File: src/rtl/multi_mod_ctr_pkg.sv
// rtl/multi_mod_ctr_pkg.sv - shared types and helpers for the multi-channel modulus counter bank
package multi_mod_ctr_pkg;

  // Widest counter/limit supported; helpers operate at this width and callers truncate.
  localparam int MAX_W = 16;

  typedef enum logic [1:0] {
    OP_HOLD,
    OP_LOAD,
    OP_INC,
    OP_DEC
  } ctr_op_e;

  // Width of the channel-select field; a single-channel bank still gets one bit.
  function automatic int sel_w(input int n);
    return (n > 1) ? $clog2(n) : 1;
  endfunction

  // Unsigned min(val, lim).
  function automatic logic [MAX_W-1:0] clamp(input logic [MAX_W-1:0] val,
                                             input logic [MAX_W-1:0] lim);
    return (val > lim) ? lim : val;
  endfunction

endpackage

File: src/rtl/mod_ctr_chan.sv
// rtl/mod_ctr_chan.sv - one counter channel: limit register, priority decode, bound compare, event register
module mod_ctr_chan
  import multi_mod_ctr_pkg::*;
#(
  parameter int W   = 3,
  parameter int L   = 2**W - 1,
  parameter int SAT = 0
) (
  input  logic         clk,
  input  logic         reset,
  input  logic         inc,
  input  logic         dec,
  input  logic         casc_inc,
  input  logic         casc_dec,
  input  logic         load,
  input  logic [W-1:0] load_val,
  input  logic         lim_we,
  input  logic [W-1:0] lim_val,
  output logic [W-1:0] cnt,
  output logic         evt,
  output logic         at_max,
  output logic         at_zero,
  output logic         carry,
  output logic         borrow
);

  logic [W-1:0] cnt_q, cnt_d;
  logic [W-1:0] lim_q, lim_d;
  logic         evt_q, evt_d;
  logic [W-1:0] eff_lim;
  logic         inc_eff, dec_eff;
  ctr_op_e      op;

  // A cascaded carry/borrow merges with the external request so both together count once.
  assign inc_eff = inc | casc_inc;
  assign dec_eff = dec | casc_dec;

  // Priority decode, bound checks against the old limit, then clamp to a newly written limit.
  always_comb begin
    op      = OP_HOLD;
    cnt_d   = cnt_q;
    evt_d   = 1'b0;
    carry   = 1'b0;
    borrow  = 1'b0;
    eff_lim = lim_we ? lim_val : lim_q;
    lim_d   = lim_we ? lim_val : lim_q;

    if (load)                   op = OP_LOAD;
    else if (inc_eff && dec_eff) op = OP_HOLD;
    else if (inc_eff)           op = OP_INC;
    else if (dec_eff)           op = OP_DEC;

    case (op)
      OP_LOAD: cnt_d = W'(clamp(MAX_W'(load_val), MAX_W'(eff_lim)));
      OP_INC: begin
        if (cnt_q == lim_q) begin
          evt_d = 1'b1;
          if (SAT == 0) begin
            cnt_d = '0;
            carry = 1'b1;
          end
        end else begin
          cnt_d = cnt_q + W'(1);
        end
      end
      OP_DEC: begin
        if (cnt_q == '0) begin
          evt_d = 1'b1;
          if (SAT == 0) begin
            cnt_d  = lim_q;
            borrow = 1'b1;
          end
        end else begin
          cnt_d = cnt_q - W'(1);
        end
      end
      default: cnt_d = cnt_q;
    endcase

    // Shrinking the limit below the freshly computed count pulls the count down, silently.
    if (lim_we && (cnt_d > lim_val)) cnt_d = lim_val;
  end

  // Count, limit and event registers with synchronous reset.
  always_ff @(posedge clk) begin
    if (reset) begin
      cnt_q <= '0;
      lim_q <= W'(L);
      evt_q <= 1'b0;
    end else begin
      cnt_q <= cnt_d;
      lim_q <= lim_d;
      evt_q <= evt_d;
    end
  end

  assign cnt     = cnt_q;
  assign evt     = evt_q;
  assign at_max  = (cnt_q == lim_q);
  assign at_zero = (cnt_q == '0);

endmodule

File: src/rtl/multi_mod_ctr.sv
// rtl/multi_mod_ctr.sv - N-channel up/down modulus counter bank; MULTI_MOD_CTR_CASCADE_EN chains carry/borrow between channels
module multi_mod_ctr
  import multi_mod_ctr_pkg::*;
#(
  parameter int W   = 3,
  parameter int N   = 4,
  parameter int L   = 2**W - 1,
  parameter int SAT = 0,
  localparam int SW = sel_w(N)
) (
  input  logic           clk,
  input  logic           reset,
  input  logic [N-1:0]   inc,
  input  logic [N-1:0]   dec,
  input  logic [N-1:0]   load,
  input  logic [N*W-1:0] load_val,
  input  logic           lim_we,
  input  logic [SW-1:0]  lim_sel,
  input  logic [W-1:0]   lim_val,
  output logic [N*W-1:0] cnt,
  output logic [N-1:0]   evt,
  output logic [N-1:0]   at_max,
  output logic [N-1:0]   at_zero
);

  logic [N-1:0] carry;
  logic [N-1:0] borrow;
  logic [N-1:0] casc_inc;
  logic [N-1:0] casc_dec;
  logic [N-1:0] lim_we_ch;

  for (genvar i = 0; i < N; i++) begin : g_ch
    // A select value at or beyond N matches no channel, so the write is dropped.
    assign lim_we_ch[i] = lim_we && (lim_sel == SW'(i));

`ifdef MULTI_MOD_CTR_CASCADE_EN
    if (i == 0) begin : g_head
      assign casc_inc[i] = 1'b0;
      assign casc_dec[i] = 1'b0;
    end else begin : g_link
      assign casc_inc[i] = carry[i-1];
      assign casc_dec[i] = borrow[i-1];
    end
`else
    assign casc_inc[i] = 1'b0;
    assign casc_dec[i] = 1'b0;
`endif

    mod_ctr_chan #(
      .W  (W),
      .L  (L),
      .SAT(SAT)
    ) u_chan (
      .clk     (clk),
      .reset   (reset),
      .inc     (inc[i]),
      .dec     (dec[i]),
      .casc_inc(casc_inc[i]),
      .casc_dec(casc_dec[i]),
      .load    (load[i]),
      .load_val(load_val[i*W +: W]),
      .lim_we  (lim_we_ch[i]),
      .lim_val (lim_val),
      .cnt     (cnt[i*W +: W]),
      .evt     (evt[i]),
      .at_max  (at_max[i]),
      .at_zero (at_zero[i]),
      .carry   (carry[i]),
      .borrow  (borrow[i])
    );
  end

  // The last channel's carry/borrow (and all of them without cascading) go nowhere.
  logic unused_casc;
  assign unused_casc = ^{carry, borrow};

endmodule

File: config.mk
export PLATFORM = sky130hd
export DESIGN_NAME = multi_mod_ctr
export DESIGN_NICKNAME = d
export VERILOG_FILES = /design/src/rtl/multi_mod_ctr_pkg.sv /design/src/rtl/mod_ctr_chan.sv /design/src/rtl/multi_mod_ctr.sv
export SDC_FILE = /design/constraint.sdc
export NUM_CORES = 1
export LEC_CHECK = 0
export BUFFER_PORTS_ARGS = -buffer_cell sky130_fd_sc_hd__buf_2
export CAP_MARGIN = 15
export CORE_MARGIN = 2
export CORE_UTILIZATION = 62
export DETAILED_ROUTE_END_ITERATION = 16
export PLACE_DENSITY = 0.94
export SLEW_MARGIN = 10
export SYNTH_ARGS = -nofsm -noshare
export SYNTH_HDL_FRONTEND = slang
export SYNTH_HIERARCHICAL = 1
export SYNTH_SLANG_ARGS = --single-unit
File: constraint.sdc
create_clock -name clk -period 8.9 [get_ports clk]
set_input_delay 1.78 -clock clk [delete_from_list [all_inputs] [get_ports clk]]
set_output_delay 1.78 -clock clk [all_outputs]
set_load 0.005 [all_outputs]
==> metrics.csv, run 1 <==
stage,metric,value,unit
floorplan,core,4790,µm²
power_and_ir_drop,ir_worst_vdd,84.7,µV
detailed_routing,vias,2980,
synth,synth_edf_count,0,
timing,slew_violations,0,
floorplan,die-width,74.8,µm
grt,grt_max_degree,25,
floorplan,io_pins,56,
clocking,post_cts_buffers,0,
final_layout,fill_cells,378,
worst_setup_path,start_kind,input port,
synth,synth_area_leaders,"dfxtp_1 18%, ha_1 16%, inv_1 4.8%",
synth,synthArstFlopShare,0,%
worst_setup_path,required,9.12,ns
power_and_ir_drop,clkPwrFrac,18.8,%
clocking,max-clock-path-buffers,2,
detailed_routing,wl,7.07,mm
clocking,cts_hold_buf,0,
synth,yosys_warnings,6,
power_and_ir_drop,netSwitchingPower,0.172,mW
power_and_ir_drop,p_leak,1.69,nW
detailed_routing,ant_nets,0,
grt,antenna_found_initial,0,
clocking,cts_resized,0,
final_layout,antennaDiodeCount,0,
timing,finalCriticalPeriod,4.65,ns
final_layout,drive_above_1_share,19.8,%
synth,synthCells,373,
final_layout,area_growth,12.7,%
flow_run,drv_cap,0,
clocking,clock_latency,0.28,ns
synth,synth-seq-cells,28,
power_and_ir_drop,total_power,0.437,mW
timing,layout_setup_ws,4.25,ns
final_layout,fin_util,73.1,%
placed_design,dp_cells,498,
timing,skew,0.00283,ns
power_and_ir_drop,power_density,125,nW/µm²
worst_setup_path,crit_chain,"buf_2, nor3b_2, mux2i_1, ha_1, a31oi_1, a21oi_1, o32a_1, ha_1, o21ai_0, a31oi_1, a21oi_1, o21ai_0, o21ai_1",
clocking,numClockSinks,28,
timing,tns,0,ns
synth,synth_top_area_cell,dfxtp_1,
placed_design,gp_congestion,0.927,
synth,synth.yosys.seq_area_share,18.1,%
grt,track_usage,26.8,%
synth,synth_top_area_share,18.1,%
final_layout,final_cells,502,
run_status,status,finished clean,
grt,grt_overflow,0,
detailed_routing,post_drt_wl_per_cell,14.1,µm
final_layout,final_area,3500,µm²
synth,yosysUniqueCellTypes,45,
timing,hold_viol,0,
synth,synth_ff_type,dfxtp_1,
placed_design,dp_hpwl,5.59,mm
worst_setup_path,r2r_setup_slack,5.92,ns
grt,grt_pass1_vias,2798,
timing,fmax,215,MHz
power_and_ir_drop,sw_frac_of_total,39.3,%
timing,period_share,52.2,%
placed_design,portBuffers,55,
clocking,root_buffer,clkbuf_8,
final_layout,nets,508,
power_and_ir_drop,p_seq_share,35.6,%
detailed_routing,drt_iter0_markers,218,
power_and_ir_drop,intPower,0.265,mW
worst_setup_path,end_kind,flip-flop,
timing,rsz0062_at_grt,no,
placed_design,place_area,3440,µm²
clocking,numCtsBuffers,3,
synth,synth_area,3100,µm²
floorplan,fp-row-count,25,
power_and_ir_drop,comb_power_share,45.6,%
detailed_routing,via_per_inst,5.94,
detailed_routing,drc,0,
worst_setup_path,crit_fanout,6,
detailed_routing,drtPass1Iterations,4,
synth,avgSynthCellArea,8.32,µm²
timing,setup_viol_count_final,0,
floorplan,initial_core_util,64.9,%
worst_setup_path,cp.arrival,4.87,ns
floorplan,die_h,74.8,µm
worst_setup_path,max_stage_delay,0.41,ns
hold_path,hold_path_class,flip-flop to flip-flop,
placed_design,pre_cts_ws,3.99,ns
worst_setup_path,crit_type,input port to flip-flop,
clocking,cts_tree,done,
grt,grt_pass1_wl,12.0,mm
floorplan,dieArea,5590,µm²
timing,hold_slack,0.624,ns
worst_setup_path,crit_path_top_delay_cell,a31oi_1,
clocking,clk_pin_slew,0.10,ns
clocking,htree_num_levels,1,
## power by group through the flow
stage | Combinational [mW] | Clock, mW | Sequential (mW)
after detailed placement | 0.197 | 0 | 0.158
after global routing | 0.226 | 0.0862 | 0.158
after global placement | 0.187 | 0 | 0.158
after floorplan | 0.152 | 0 | 0.150
after CTS | 0.198 | 0.0828 | 0.155
final | 0.199 | 0.0821 | 0.155
## cell families after synthesis
logic type / share of synthesized area [%]
adder cells (fa/ha/maj): 16.1
AND/OR/NAND/NOR: 23.4
multiplexers: 5.48
flip-flops: 18.1
other: 0.121
XOR/XNOR: 5.48
buffers and inverters: 6.29
AO/OA/AOI/OAI: 25.0
## registers in the layout (all words and copies together), names as in the netlist
register and count:
g_ch.u_chan/lim_q 12, g_ch.u_chan/cnt 12, g_ch.u_chan/evt 4
## placed cells by master (no fill, tap or decap), types with 5 or more instances in the layout
cell type / count
a21oi_1: 12
ha_1: 40
o311ai_1: 10
nand2_1: 24
dfxtp_1: 28
a31oi_1: 12
nand2b_1: 19
and2_1: 8
nor2_1: 20
conb_1: 8
nor3b_1: 8
o21ai_1: 6
o21ai_0: 18
a211o_1: 12
and3b_1: 6
or2_2: 8
xor2_1: 8
buf_2: 55
a21o_1: 8
mux2i_1: 8
mux2_2: 5
inv_1: 40
## layer usage
layer / track usage [%] / wire length (µm)
met2: 48.4 / 3580
met5: 0 / 0
met1: 34.7 / 3160
met4: 6.15 / 50
met3: 2.28 / 288
## critical path, delay by kind of cell
kind | cells | cell delay (ns)
compound gates | 8 | 1.68
buf+inv | 1 | 0.12
mux | 1 | 0.34
fa+ha+maj | 2 | 0.60
simple gates | 1 | 0.35
## synthesized netlist by cell type (5+ instances only)
library cell / instances
and3b_1: 6
o21ai_0: 18
or2_2: 8
nor2_1: 20
o311ai_1: 10
a31oi_1: 12
o21ai_1: 6
nand2_1: 24
xor2_1: 8
mux2_2: 5
and2_1: 8
a21oi_1: 12
nand2b_1: 19
inv_1: 40
ha_1: 40
a211o_1: 12
dfxtp_1: 28
a21o_1: 8
nor3b_1: 8
mux2i_1: 8
## layout make-up
cell class | instances | area (µm²) | area share [%]
inverters | 40 | 150 | 4.29
repair buffers | 55 | 275 | 7.87
flip-flops and latches | 28 | 561 | 16.0
clock buffers | 4 | 55.1 | 1.57
multi-input cells | 308 | 2370 | 67.9
well taps | 67 | 83.8 | 2.40
## path summary, 6_finish.rpt
path | from | endpoint | cells after the start
setup / recovery | lim_sel[0] | g_ch[0].u_chan/cnt[0] | 13
hold / removal | g_ch[2].u_chan/cnt[1] | g_ch[2].u_chan/cnt[1] | 2
setup reg to reg | g_ch[0].u_chan/cnt[0] | g_ch[0].u_chan/cnt[0] | 12
hold reg to reg | g_ch[2].u_chan/cnt[1] | g_ch[2].u_chan/cnt[1] | 2
Note: power is estimated with default switching activity, not from simulation.
==> run 2: changes to the inputs <==
--- a/config.mk
+++ b/config.mk
@@ -8,9 +8,9 @@
 export BUFFER_PORTS_ARGS = -buffer_cell sky130_fd_sc_hd__buf_2
 export CAP_MARGIN = 15
 export CORE_MARGIN = 2
-export CORE_UTILIZATION = 62
+export CORE_UTILIZATION = 52
 export DETAILED_ROUTE_END_ITERATION = 16
-export PLACE_DENSITY = 0.94
+export PLACE_DENSITY = 0.85
 export SLEW_MARGIN = 10
 export SYNTH_ARGS = -nofsm -noshare
 export SYNTH_HDL_FRONTEND = slang
==> constraint.sdc (replaced) <==
create_clock -name clk -period 3.8 [get_ports clk]
set_input_delay 0.76 -clock clk [delete_from_list [all_inputs] [get_ports clk]]
set_output_delay 0.76 -clock clk [all_outputs]
set_load 0.005 [all_outputs]
==> metrics.csv, run 2 (synthesis results as in run 1) <==
stage,metric,value,unit
clocking,htree_num_levels,1,
grt,grtUsageMet3,2.11,%
floorplan,initial_core_util,53.1,%
detailed_routing,ant_nets,0,
detailed_routing,via_per_inst,5.83,
worst_setup_path,crit_type,input port to flip-flop,
final_layout,final_cells,517,
power_and_ir_drop,total_power,1.08,mW
worst_setup_path,crit_path_top_delay_cell,and3b_1,
grt,antenna_found_initial,0,
power_and_ir_drop,netSwitchingPower,0.408,mW
final_layout,nets,515,
grt,track_usage,23.7,%
final_layout,seqCellArea,561,µm²
worst_setup_path,required,4.02,ns
final_layout,area_growth,15.6,%
timing,layout_setup_ws,0.260,ns
timing,fmax,283,MHz
worst_setup_path,max_stage_delay,0.37,ns
grt,grt_max_degree,25,
clocking,cts_hold_buf,0,
worst_setup_path,critPathBufInv,2,
detailed_routing,post_drt_wl_per_cell,14.4,µm
grt,grt_pass1_wl,12.8,mm
grt,busiest_layer,met2,
timing,tns,0,ns
final_layout,fin_util,61.3,%
floorplan,fp-row-count,28,
detailed_routing,drtPass1Iterations,4,
floorplan,die_h,81.3,µm
power_and_ir_drop,sw_frac_of_total,37.7,%
final_layout,fill_cells,522,
flow_run,drv_cap,0,
detailed_routing,drt_iter0_markers,154,
placed_design,gp_congestion,0.833,
final_layout,antennaDiodeCount,0,
floorplan,die-width,81.3,µm
final_layout,final_area,3590,µm²
clocking,max-clock-path-buffers,2,
worst_setup_path,crit_fanout,6,
timing,hold_slack,0.636,ns
power_and_ir_drop,ir_worst_vdd,177,µV
worst_setup_path,end_kind,flip-flop,
power_and_ir_drop,p_leak,1.74,nW
grt,grt_use_met1,29.7,%
clocking,cts_tree,done,
final_layout,layout_commonest_cell,buf_2,
placed_design,dp_hpwl,5.94,mm
clocking,clk_pin_slew,0.10,ns
grt,grt_pass1_vias,2967,
power_and_ir_drop,p_seq_share,33.8,%
final_layout,final_cell_mix,"55 x buf_2, 40 x inv_1, 40 x ha_1",
placed_design,pre_cts_ws,-0.133,ns
worst_setup_path,start_kind,input port,
worst_setup_path,cp.arrival,3.76,ns
final_layout,drive_above_1_share,21.5,%
timing,rsz0062_at_grt,no,
worst_setup_path,crit_chain,"buf_2, and3b_1, mux2i_1, ha_1, a211o_1, a21o_1, a32oi_1, a31oi_1, ha_1, inv_1, o21ai_0, a21oi_1, o21ai_0, o21ai_1",
grt,grt.met2_usage,43.9,%
placed_design,portBuffers,55,
clocking,numClockSinks,28,
floorplan,dieArea,6600,µm²
detailed_routing,drc,0,
floorplan,core,5850,µm²
timing,period_share,93.1,%
grt,grt_overflow,0,
detailed_routing,vias,3015,
clocking,root_buffer,clkbuf_8,
run_status,status,finished clean,
placed_design,dp_cells,513,
power_and_ir_drop,power_density,302,nW/µm²
hold_path,hold_path_class,flip-flop to flip-flop,
timing,setup_viol_count_final,0,
clocking,clock_latency,0.28,ns
power_and_ir_drop,clkPwrFrac,22.3,%
power_and_ir_drop,intPower,0.674,mW
power_and_ir_drop,comb_power_share,43.9,%
timing,finalCriticalPeriod,3.54,ns
detailed_routing,wl,7.43,mm
placed_design,place_area,3510,µm²
clocking,numCtsBuffers,3,
timing,hold_viol,0,
timing,slew_violations,0,
floorplan,io_pins,56,
final_layout,multiInputGateArea,2380,µm²
worst_setup_path,critPathTopFamily,compound AO/OA/AOI/OAI gates,
timing,skew,0.00304,ns
## run 2: what timing repair did
| item | in CTS | in global routing |
|---|---|---|
| buffers inserted | 0 | 0 |
| endpoints found under the setup margin | 0 | 3 |
| resized for setup | 0 | 2 |
## run 2: worst min-delay path, stage by stage, from the launching register on
cell and delay (ns):
dfxtp_1 0.37, o21ai_0 0.17, o21ai_1 0.06
## run 2: path summary, 6_finish.rpt
path / start / end / slack (ns) / depth (start not counted)
hold reg to reg: g_ch[1].u_chan/cnt[1] / g_ch[1].u_chan/cnt[1] / 0.64 / 2
setup reg to reg: g_ch[3].u_chan/cnt[0] / g_ch[3].u_chan/cnt[1] / 0.84 / 12
setup / recovery: lim_sel[1] / g_ch[1].u_chan/cnt[0] / 0.26 / 14
hold / removal: g_ch[1].u_chan/cnt[1] / g_ch[1].u_chan/cnt[1] / 0.64 / 2
## run 2: final cells by class
cell class	instances	area share [%]
clock buffers	3	1.15
inverters	40	4.18
repair buffers	62	9.14
flip-flops and latches	28	15.6
clock inverters	1	0.837
well taps	75	2.62
multi-input cells	308	66.5
## run 2: power groups by stage
stage | Combinational (mW) | Clock (mW) | Sequential [mW]
after floorplan | 0.357 | 0 | 0.351
after global placement | 0.446 | 0 | 0.371
after detailed placement | 0.469 | 0 | 0.372
after CTS | 0.471 | 0.247 | 0.365
after global routing | 0.538 | 0.254 | 0.372
final | 0.475 | 0.241 | 0.366
## run 2: per-layer routing
metal / routed length (µm) / share of wire (%)
met3: 363 / 4.9
met1: 3290 / 44
met4: 41 / 0.55
met2: 3740 / 50
met5: 0 / 0
==> run 3: changes to the inputs <==
--- a/config.mk
+++ b/config.mk
@@ -6,11 +6,11 @@
 export NUM_CORES = 1
 export LEC_CHECK = 0
 export BUFFER_PORTS_ARGS = -buffer_cell sky130_fd_sc_hd__buf_2
-export CAP_MARGIN = 15
 export CORE_MARGIN = 2
-export CORE_UTILIZATION = 52
+export CORE_UTILIZATION = 53
+export CTS_BUF_LIST = sky130_fd_sc_hd__clkbuf_4
 export DETAILED_ROUTE_END_ITERATION = 16
-export PLACE_DENSITY = 0.85
+export PLACE_DENSITY = 0.86
 export SLEW_MARGIN = 10
 export SYNTH_ARGS = -nofsm -noshare
 export SYNTH_HDL_FRONTEND = slang
==> metrics.csv, run 3 (synthesis results as in run 1) <==
stage,metric,value,unit
timing,layout_setup_ws,0.219,ns
worst_setup_path,r2r_setup_slack,0.80,ns
placed_design,dp_hpwl,5.77,mm
final_layout,final_cell_mix,"55 x buf_2, 40 x inv_1, 40 x ha_1",
clocking,numClockSinks,28,
final_layout,antennaDiodeCount,0,
timing,fmax,279,MHz
final_layout,layout_commonest_cell,buf_2,
worst_setup_path,worstReg2RegEnd,g_ch[2].u_chan/cnt[1],
floorplan,die-width,80.5,µm
floorplan,initial_core_util,55.7,%
grt,grt_max_degree,25,
detailed_routing,via_per_inst,5.79,
floorplan,die_h,80.5,µm
worst_setup_path,end_kind,flip-flop,
final_layout,drive_above_1_share,21.2,%
worst_setup_path,rr_worst_depth,12,
timing,rsz0062_at_grt,no,
final_layout,fin_util,63.6,%
hold_path,whs_path_depth,2,
detailed_routing,drc,0,
worst_setup_path,cp.arrival,3.83,ns
placed_design,portBuffers,55,
hold_path,min_from,g_ch[1].u_chan/cnt[1],
power_and_ir_drop,ir_worst_vdd,191,µV
placed_design,pre_cts_ws,-0.0729,ns
clocking,cts_resized,0,
power_and_ir_drop,total_power,0.967,mW
detailed_routing,post_drt_wl_per_cell,13.8,µm
clocking,htree_num_levels,1,
worst_setup_path,start_kind,input port,
final_layout,area_growth,14.2,%
floorplan,io_pins,56,
detailed_routing,wl,7.12,mm
flow_run,drv_cap,0,
clocking,numCtsBuffers,3,
floorplan,dieArea,6490,µm²
timing,period_share,94.2,%
timing,finalCriticalPeriod,3.58,ns
timing,slew_violations,0,
grt,track_usage,22.3,%
grt,antenna_found_initial,0,
clocking,clk_pin_slew,0.15,ns
timing,skew,0.0112,ns
final_layout,nets,517,
clocking,cts_tree,done,
timing,setup_viol_count_final,0,
worst_setup_path,crit_type,input port to flip-flop,
timing,hold_viol,0,
placed_design,gp_congestion,0.903,
detailed_routing,ant_nets,0,
detailed_routing,vias,2989,
grt,grt_pass1_vias,2894,
grt,grt_overflow,0,
timing,hold_slack,0.637,ns
clocking,post_cts_buffers,0,
clocking,clock_latency,0.33,ns
clocking,max-clock-path-buffers,2,
detailed_routing,drt_iter0_markers,196,
worst_setup_path,required,4.05,ns
detailed_routing,drtPass1Iterations,5,
worst_setup_path,r2r_start,g_ch[2].u_chan/lim_q[2],
hold_path,hold_path_class,flip-flop to flip-flop,
power_and_ir_drop,p_leak,1.73,nW
worst_setup_path,crit_fanout,6,
run_status,status,finished clean,
floorplan,fp-row-count,27,
clocking,root_buffer,clkbuf_4,
clocking,cts_hold_buf,0,
power_and_ir_drop,power_density,273,nW/µm²
floorplan,core,5570,µm²
hold_path,whs_endpoint,g_ch[1].u_chan/cnt[1],
grt,grt_pass1_wl,12.0,mm
==> run 3: worst max path at each step <==
stage                       endpoint  depth (start not counted)       start  slack [ns]
2_1_floorplan  g_ch[2].u_chan/cnt[2]                         11  lim_sel[0]        0.35
3_3_place_gp   g_ch[2].u_chan/cnt[1]                         13  lim_sel[0]        0.08
3_5_place_dp   g_ch[2].u_chan/cnt[1]                         13  lim_sel[0]       -0.07
4_1_cts        g_ch[2].u_chan/cnt[1]                         13  lim_sel[0]        0.27
5_1_grt        g_ch[2].u_chan/cnt[1]                         14  lim_sel[0]        0.02
6_report       g_ch[2].u_chan/cnt[1]                         13  lim_sel[0]        0.22
==> run 3: final cells by class <==
type | count | area [µm²]
clock inverters | 1 | 3.75
multi-input cells | 308 | 2370
repair buffers | 64 | 343
clock buffers | 3 | 22.5
inverters | 40 | 150
fillers | 475 | 2030
flip-flops and latches | 28 | 561
well taps | 72 | 90.1
==> run 3: power breakdown <==
part,switching [mW],total (mW),internal (mW)
logic,0.257,0.472,0.216
registers,0.0482,0.366,0.317
clock network,0.0903,0.129,0.0385
==> run 3: layer usage <==
layer	track usage (%)	part of all wire [%]	vias up
met5	0	0	-
met4	4.75	0.37	0
met3	2.58	5.0	4
met2	41.3	50	89
met1	27.6	45	1377
li1	-	-	1519
==> run 3: through the flow <==
stage,area [µm²],TNS [ns],instances
6_report,3540,0,516
5_1_grt,3540,0,516
4_1_cts,3540,0,516
3_5_place_dp,3520,-0.136,512
3_3_place_gp,3520,0,512
2_1_floorplan,3130,0,380
==> run 3: worst max-delay path, stage by stage <==
cell and delay [ns]:
buf_2 0.12, and3b_1 0.34, mux2_2 0.39, ha_1 0.27
a31oi_1 0.35, a21oi_1 0.14, o32a_2 0.39, ha_1 0.29
o21ai_0 0.17, a31oi_1 0.07, a21oi_1 0.23, o21ai_0 0.12
o21ai_0 0.18
